**src/rtl/fetch_sequencer_pkg.sv**
```systemverilog
// Shared constants for the fetch sequencer: default widths, FSM encodings, redirect decode.
package fetch_sequencer_pkg;

    localparam int ADDR_W_DEF     = 32;
    localparam int INSTR_W_DEF    = 32;
    localparam int STEP_DEF       = 4;
    localparam int LOOP_CNT_W_DEF = 8;

    localparam logic [1:0] ST_IDLE   = 2'd0;
    localparam logic [1:0] ST_RUN    = 2'd1;
    localparam logic [1:0] ST_HALTED = 2'd2;

    function automatic logic is_redirect(input logic jump, input logic branch, input logic zero);
        return jump | (branch & zero);
    endfunction

endpackage

```
**src/rtl/fetch_sequencer_if.sv**
```systemverilog
// Instruction-memory request channel and decode-side instruction channel.
interface fetch_sequencer_if #(
    parameter int ADDR_W  = 32,
    parameter int INSTR_W = 32
) ();
    logic               imem_req;
    logic [ADDR_W-1:0]  imem_addr;
    logic               imem_ready;
    logic [INSTR_W-1:0] imem_rdata;
    logic               instr_valid;
    logic [INSTR_W-1:0] instr;
    logic [ADDR_W-1:0]  instr_pc;
    logic               instr_ready;

    modport master (
        output imem_req, imem_addr, instr_valid, instr, instr_pc,
        input  imem_ready, imem_rdata, instr_ready
    );

    modport slave (
        input  imem_req, imem_addr, instr_valid, instr, instr_pc,
        output imem_ready, imem_rdata, instr_ready
    );
endinterface

```
**src/rtl/fetch_sequencer_hw_loop_unit.sv**
```systemverilog
// Hardware-loop (vector repeat) state: body bounds, remaining loop-backs, loop-back decision.
// Latency: loop-back hit is combinational on the current pc; counter updates next cycle.
// Backpressure: only advances on an accepted fetch that is not overridden by a redirect.
module hw_loop_unit #(
    parameter int ADDR_W     = 32,
    parameter int LOOP_CNT_W = 8
) (
    input  logic                  clk,
    input  logic                  reset,
    input  logic                  loop_set,
    input  logic [ADDR_W-1:0]     loop_start,
    input  logic [ADDR_W-1:0]     loop_end,
    input  logic [LOOP_CNT_W-1:0] loop_count,
    input  logic                  advance,
    input  logic [ADDR_W-1:0]     pc,
    output logic                  loop_hit,
    output logic [ADDR_W-1:0]     loop_target,
    output logic                  loop_active
);
    logic [ADDR_W-1:0]     start_q;
    logic [ADDR_W-1:0]     end_q;
    logic [LOOP_CNT_W-1:0] cnt_q;

    assign loop_active = (cnt_q != '0);
    assign loop_hit    = advance && loop_active && (pc == end_q);
    assign loop_target = start_q;

    // A new loop_set replaces any loop in progress, including one hitting this cycle.
    always_ff @(posedge clk) begin
        if (reset) begin
            start_q <= '0;
            end_q   <= '0;
            cnt_q   <= '0;
        end else if (loop_set) begin
            start_q <= loop_start;
            end_q   <= loop_end;
            cnt_q   <= loop_count;
        end else if (loop_hit) begin
            cnt_q <= cnt_q - LOOP_CNT_W'(1);
        end
    end
endmodule

```
**src/rtl/fetch_sequencer.sv**
```systemverilog
// Program counter owner: issues imem reads and holds one fetched word for decode.
// Latency: read data appears on instr one cycle after imem_req&imem_ready; 1 instr/cycle sustained.
// Backpressure: a stalled decode holds the buffer and suppresses imem_req; redirects flush it.
module fetch_sequencer
    import fetch_sequencer_pkg::*;
#(
    parameter int                ADDR_W     = ADDR_W_DEF,
    parameter int                INSTR_W    = INSTR_W_DEF,
    parameter logic [ADDR_W-1:0] RESET_PC   = '0,
    parameter int                STEP       = STEP_DEF,
    parameter int                LOOP_CNT_W = LOOP_CNT_W_DEF
) (
    input  logic                  clk,
    input  logic                  reset,
    input  logic                  halt,
    input  logic                  branch,
    input  logic                  zero,
    input  logic                  jump,
    input  logic [ADDR_W-1:0]     target_addr,
    input  logic                  loop_set,
    input  logic [ADDR_W-1:0]     loop_start,
    input  logic [ADDR_W-1:0]     loop_end,
    input  logic [LOOP_CNT_W-1:0] loop_count,
    fetch_sequencer_if.master     bus,
    output logic [ADDR_W-1:0]     pc,
    output logic                  loop_active
);
    logic [1:0]         state;
    logic [ADDR_W-1:0]  pc_q;
    logic [ADDR_W-1:0]  next_pc;
    logic               instr_valid_q;
    logic [INSTR_W-1:0] instr_q;
    logic [ADDR_W-1:0]  instr_pc_q;
    logic               redirect;
    logic               req;
    logic               xfer;
    logic               consume;
    logic               loop_hit;
    logic [ADDR_W-1:0]  loop_target;

    assign redirect = is_redirect(jump, branch, zero);
    assign req      = (state == ST_RUN) && (!instr_valid_q || bus.instr_ready);
    assign xfer     = req && bus.imem_ready;
    assign consume  = instr_valid_q && bus.instr_ready;

    assign bus.imem_req    = req;
    assign bus.imem_addr   = pc_q;
    assign bus.instr_valid = instr_valid_q;
    assign bus.instr       = instr_q;
    assign bus.instr_pc    = instr_pc_q;
    assign pc              = pc_q;

    hw_loop_unit #(
        .ADDR_W     (ADDR_W),
        .LOOP_CNT_W (LOOP_CNT_W)
    ) u_loop (
        .clk         (clk),
        .reset       (reset),
        .loop_set    (loop_set),
        .loop_start  (loop_start),
        .loop_end    (loop_end),
        .loop_count  (loop_count),
        .advance     (xfer && !redirect),
        .pc          (pc_q),
        .loop_hit    (loop_hit),
        .loop_target (loop_target),
        .loop_active (loop_active)
    );

    always_comb begin
        next_pc = pc_q;
        if (redirect) begin
            next_pc = target_addr;
        end else if (xfer) begin
            next_pc = loop_hit ? loop_target : pc_q + ADDR_W'(STEP);
        end
    end

    always_ff @(posedge clk) begin
        if (reset) begin
            state <= ST_IDLE;
        end else begin
            case (state)
                ST_IDLE:   state <= ST_RUN;
                ST_RUN:    state <= halt ? ST_HALTED : ST_RUN;
                ST_HALTED: state <= halt ? ST_HALTED : ST_RUN;
                default:   state <= ST_IDLE;
            endcase
        end
    end

    // A redirect drops both the held word and any word arriving in the same cycle.
    always_ff @(posedge clk) begin
        if (reset) begin
            pc_q          <= RESET_PC;
            instr_valid_q <= 1'b0;
            instr_q       <= '0;
            instr_pc_q    <= '0;
        end else begin
            pc_q <= next_pc;
            if (redirect) begin
                instr_valid_q <= 1'b0;
            end else if (xfer) begin
                instr_valid_q <= 1'b1;
                instr_q       <= bus.imem_rdata;
                instr_pc_q    <= pc_q;
            end else if (consume) begin
                instr_valid_q <= 1'b0;
            end
        end
    end
endmodule
```
**src/flat_wrapper.sv**
```systemverilog
// flat-port wrapper written by rule: the top's interface ports become plain ports
module fetch_sequencer_flat import fetch_sequencer_pkg::*;
#(
    parameter int                ADDR_W     = ADDR_W_DEF,
    parameter int                INSTR_W    = INSTR_W_DEF,
    parameter logic [ADDR_W-1:0] RESET_PC   = '0,
    parameter int                STEP       = STEP_DEF,
    parameter int                LOOP_CNT_W = LOOP_CNT_W_DEF
)
  (clk, reset, halt, branch, zero, jump, target_addr, loop_set, loop_start, loop_end, loop_count, pc, loop_active, bus_imem_req, bus_imem_addr, bus_instr_valid, bus_instr, bus_instr_pc, bus_imem_ready, bus_imem_rdata, bus_instr_ready);
  fetch_sequencer_if #(.ADDR_W(ADDR_W), .INSTR_W(INSTR_W)) bus_i ();
  input  logic clk;
  input  logic reset;
  input  logic halt;
  input  logic branch;
  input  logic zero;
  input  logic jump;
  input  logic [ADDR_W-1:0] target_addr;
  input  logic loop_set;
  input  logic [ADDR_W-1:0] loop_start;
  input  logic [ADDR_W-1:0] loop_end;
  input  logic [LOOP_CNT_W-1:0] loop_count;
  output logic [ADDR_W-1:0] pc;
  output logic loop_active;
  output wire logic [$bits(bus_i.imem_req)-1:0] bus_imem_req;
  output wire logic [$bits(bus_i.imem_addr)-1:0] bus_imem_addr;
  output wire logic [$bits(bus_i.instr_valid)-1:0] bus_instr_valid;
  output wire logic [$bits(bus_i.instr)-1:0] bus_instr;
  output wire logic [$bits(bus_i.instr_pc)-1:0] bus_instr_pc;
  input wire logic [$bits(bus_i.imem_ready)-1:0] bus_imem_ready;
  input wire logic [$bits(bus_i.imem_rdata)-1:0] bus_imem_rdata;
  input wire logic [$bits(bus_i.instr_ready)-1:0] bus_instr_ready;
  assign bus_imem_req = bus_i.imem_req;
  assign bus_imem_addr = bus_i.imem_addr;
  assign bus_instr_valid = bus_i.instr_valid;
  assign bus_instr = bus_i.instr;
  assign bus_instr_pc = bus_i.instr_pc;
  assign bus_i.imem_ready = bus_imem_ready;
  assign bus_i.imem_rdata = bus_imem_rdata;
  assign bus_i.instr_ready = bus_instr_ready;
  fetch_sequencer #(.ADDR_W(ADDR_W), .INSTR_W(INSTR_W), .RESET_PC(RESET_PC), .STEP(STEP), .LOOP_CNT_W(LOOP_CNT_W)) u_core (.clk(clk), .reset(reset), .halt(halt), .branch(branch), .zero(zero), .jump(jump), .target_addr(target_addr), .loop_set(loop_set), .loop_start(loop_start), .loop_end(loop_end), .loop_count(loop_count), .bus(bus_i), .pc(pc), .loop_active(loop_active));
endmodule
```
**config.mk**
```make
export PLATFORM = sky130hd
export DESIGN_NAME = fetch_sequencer_flat
export DESIGN_NICKNAME = d
export VERILOG_FILES = /design/src/rtl/fetch_sequencer_pkg.sv /design/src/rtl/fetch_sequencer_if.sv /design/src/rtl/fetch_sequencer_hw_loop_unit.sv /design/src/rtl/fetch_sequencer.sv /design/src/flat_wrapper.sv
export SDC_FILE = /design/constraint.sdc
export NUM_CORES = 1
export LEC_CHECK = 0
export BUFFER_PORTS_ARGS = -buffer_cell sky130_fd_sc_hd__buf_4
export CORE_AREA = 3 3 145 147
export CTS_BUF_LIST = sky130_fd_sc_hd__clkbuf_8
export DETAILED_ROUTE_END_ITERATION = 8
export DIE_AREA = 0 0 148 150
export PLACE_DENSITY = 0.66
export REMOVE_ABC_BUFFERS = 1
export SLEW_MARGIN = 20
export SYNTH_ARGS = -nofsm -noshare
export SYNTH_HDL_FRONTEND = slang
export SYNTH_SLANG_ARGS = --single-unit
```
**constraint.sdc**
```tcl
create_clock -name clk -period 4.7 [get_ports clk]
set_input_delay 0.47 -clock clk [delete_from_list [all_inputs] [get_ports clk]]
set_output_delay 0.47 -clock clk [all_outputs]
set_load 0.01 [all_outputs]
```
==> impl_results.md <==
* Post-Synthesis Cells at 932
* Max-slew violations at 0
* Hold Buf Count CTS at 0
* WL/cell at 17.07 um
* Vias in the first global route at 6519
* Outcome: completed
* Synth cell types at 46
* First-pass GRT wire length at 36.47 mm
* Fillers at 1956
* Final WS setup at 1.509 ns
* Worst Path Max Fanout at 26
* Die Area at 22200 um^2
* P_leak at 0.004445 uW
* DR top layer: met4
* Final number of hold-violating endpoints at 0
* RePlAce Congestion at 0.7867
* Initial antenna violation count at 0
* I/O pin total at 276
* Hold path depth at 3
* Crit-path cells: xor2_1 -> nor4_1 -> and3_4 -> and3_2 -> buf_4 -> mux2i_1 -> a2111oi_0
* Worst setup slack after placement at 1.542 ns
* Clock slew seen by the registers of the worst setup and hold paths at 0.10 ns
* Postcts setup bufs at 0
* Finished Core Util at 51.50%
* Vias at 7076
* RSZ-0062 raised after global routing: false
* Avg Cell Area, Syn at 8.510 um^2
* Fmax at 313.4 MHz
* PortBufs at 275
* DR iter-0 viols at 394
* Worst R2R Path Depth at 7
* Fin Setup TNS at 0 ns
* Die Height at 150 um
* Max incr delay on CP at 0.64 ns
* CP Capture Type: register
* Non-filler cells, final at 1412
* Type of the most critical hold path: in -> reg
* CTS tree: yes
* Crit Reg-Reg Endpoint: u_core.bus.imem_addr[9]
* Skew final at 0.01361 ns
* Post-synth ARST share at 0%
* Tightest Pin Transition at 1.080 ns
* Worst hold start: halt
* CTS H-tree depth at 4
* Largest net degree at the start of global routing at 98
* Total congestion overflow at 0
* Routed length on met1 at 10.77 mm
* CTS max path bufs at 2
* Ant. Diodes at 0
* Seq/Total Area, Yosys at 43.16%
* Worst vdd ir at 161.0 uV
* First-pass DRT Iterations at 4
* Antenna Nets Post-Route at 0
* WP buf/inv at 1
* Post-CTS resize count at 0
* Worst slew margin at 28.01%
* Area of the multi-input gates at 3934 um^2
* Met2 Wirelength at 11.41 mm
* GRT Util Overall at 20.76%
* Max-Cap Viols at 0
* Top FF cell, synth: dfxtp_1
* # DRC at 0
* Kind of start point of the critical path: register
* Clock Latency Late Sink at 0.46 ns
* WL final at 24.10 mm
* Core ar. at 20040 um^2
* Crit path time final at 3.191 ns
* Hold Path End: u_core.state[1]
* Via-to-Cell Ratio at 5.011
* Row count at 52
* CP Class: reg -> reg
* Count of warnings emitted by yosys at 0
* Synth Cell Area at 7931 um^2
* Clock Sinks at 171
* #FFs+latches synth at 171
* Number of buffers created by CTS at 17
* HPWL after detailed placement at 16.75 mm
* Critical Path AT at 3.52 ns
* Top cell family by delay on the critical path: simple AND/OR/NAND/NOR gates
* Final Cycle Share at 67.89%
* Power per cell area at 314.2 nW/um^2
* R2R Setup Slk at 1.51 ns
* EDFF count, synth at 0
* Met3 wire length at 1.630 mm
* Synth-to-Final Area Change at 30.13%
* Share of layout cells above drive strength 1 at 28.63%
* Root Buffer: clkbuf_8
* Critical-path top delay cell: and3_2
* Req. time, crit path at 5.03 ns
* # setup viols final at 0
* Die W at 148 um
* Final #Nets at 1279
* Sequential Area at 3423 um^2
* Starting Density at 39.58%
* Placed Instances at 1380
* Reg2reg start: u_core.bus.imem_addr[2]
==> cell usage in the layout (no fill, tap or decap), types with 2 or more instances in the layout <==
| cell | instances |
|---|---|
| buf_4 | 284 |
| dfxtp_1 | 171 |
| nand2_1 | 144 |
| a21oi_1 | 93 |
| mux2i_1 | 91 |
| nor2_1 | 88 |
| xnor2_1 | 39 |
| and3_1 | 26 |
| o22ai_1 | 22 |
| xor2_1 | 21 |
| clkbuf_8 | 20 |
| nand3_1 | 15 |
| nand4_1 | 14 |
| inv_1 | 12 |
| nor3_1 | 12 |
| nor4_1 | 11 |
| nor2b_1 | 7 |
| a2111oi_0 | 5 |
| and4_1 | 5 |
| a22oi_1 | 5 |
| ha_1 | 5 |
| a311oi_1 | 4 |
| clkinv_4 | 4 |
| and2_1 | 3 |
| and4b_1 | 3 |
| a31oi_1 | 3 |
| nand3b_1 | 3 |
| or3_1 | 3 |
| bufinv_16 | 3 |
| a2111oi_2 | 2 |
| inv_6 | 2 |
| clkinvlp_4 | 2 |
==> synthesized netlist by cell type (11+ instances only) <==
library cell | n | area (um^2)
a21oi_1 | 94 | 470.5
and3_1 | 27 | 168.9
buf_4 | 32 | 240.2
clkbuf_1 | 62 | 232.7
dfxtp_1 | 171 | 3423
inv_1 | 12 | 45.04
mux2i_1 | 91 | 910.9
nand2_1 | 144 | 540.5
nand3_1 | 15 | 75.07
nand4_1 | 14 | 87.58
nor2_1 | 89 | 334.1
nor3_1 | 12 | 60.06
nor4_1 | 11 | 68.82
o22ai_1 | 22 | 137.6
xnor2_1 | 39 | 341.6
xor2_1 | 21 | 183.9
==> cell type report <==
class,count,share of cell area [%]
Multi-Input combinational cell,642,38.11
Sequential cell,171,33.17
Timing Repair Buffer,285,20.77
Tap cell,270,3.273
Clock buffer,20,2.667
Clock inverter,12,1.576
Inverter,12,0.4364
==> tightest hold or removal path, stage by stage <==
cell	delay (ns)
buf_4	0.08
nand2_1	0.04
nor2_1	0.07
==> routing by layer <==
metal | track usage, % | up-vias
li1 | - | 3541
met2 | 33.27 | 216
met3 | 5.148 | 19
met5 | 0 | -
met1 | 28.20 | 3300
met4 | 5.173 | 0
==> sequential cells by signal, summed over array words and instances (netlist names) <==
| register | count |
|---|---|
| u_core.u_loop.end_q | 32 |
| u_core.u_loop.cnt_q | 8 |
| u_core.u_loop.loop_target | 32 |
| u_core.bus.instr_pc | 32 |
| u_core.state | 2 |
| u_core.bus.instr | 32 |
| u_core.bus.imem_addr | 32 |
| u_core.bus.instr_valid | 1 |
==> where the power goes <==
part / total (uW) / switching, uW / leakage (uW) / internal [uW]
clock: 1140 / 564 / 0.000216 / 575
combinational: 499 / 239 / 0.00283 / 261
sequential: 1610 / 86.6 / 0.00140 / 1520
==> logic make-up (layout without fill, tap and decap cells) <==
kind of cell / Yosys count / after routing / synth area share (%)
and+or+nand+nor: 344 / 344 / 20.00
DFF: 171 / 171 / 43.16
AOI/OAI and AO/OA: 142 / 142 / 10.54
buffers and inverters: 119 / 329 / 7.399
muxes: 91 / 91 / 11.48
xor gates and xnor gates: 60 / 60 / 6.626
adders and majority gates: 5 / 5 / 0.7888
==> worst max path at each step <==
stage / from / to / slack [ns] / cells after the start
finish: u_core.bus.imem_addr[2] / u_core.bus.imem_addr[9] / 1.51 / 7
floorplan: branch / u_core.u_loop.cnt_q[4] / -0.84 / 6
global placement: u_core.bus.imem_addr[2] / u_core.bus.imem_addr[11] / 1.61 / 7
CTS: u_core.bus.imem_addr[2] / u_core.bus.imem_addr[9] / 1.53 / 7
detailed placement: branch / u_core.bus.imem_addr[11] / 1.54 / 9
global route: u_core.bus.imem_addr[2] / u_core.bus.imem_addr[11] / 1.23 / 7
==> through the flow <==
step	total power, uW	cell area, um^2	hold slack (ns)
2_1_floorplan	1839	7390	0.4509
3_3_place_gp	2136	9883	0.4424
3_5_place_dp	2142	9883	0.4466
4_1_cts	3288	10320	0.2079
5_1_grt	3399	10320	0.2167
6_report	3243	10320	0.2369
Note: power is estimated with default switching activity, not from simulation.
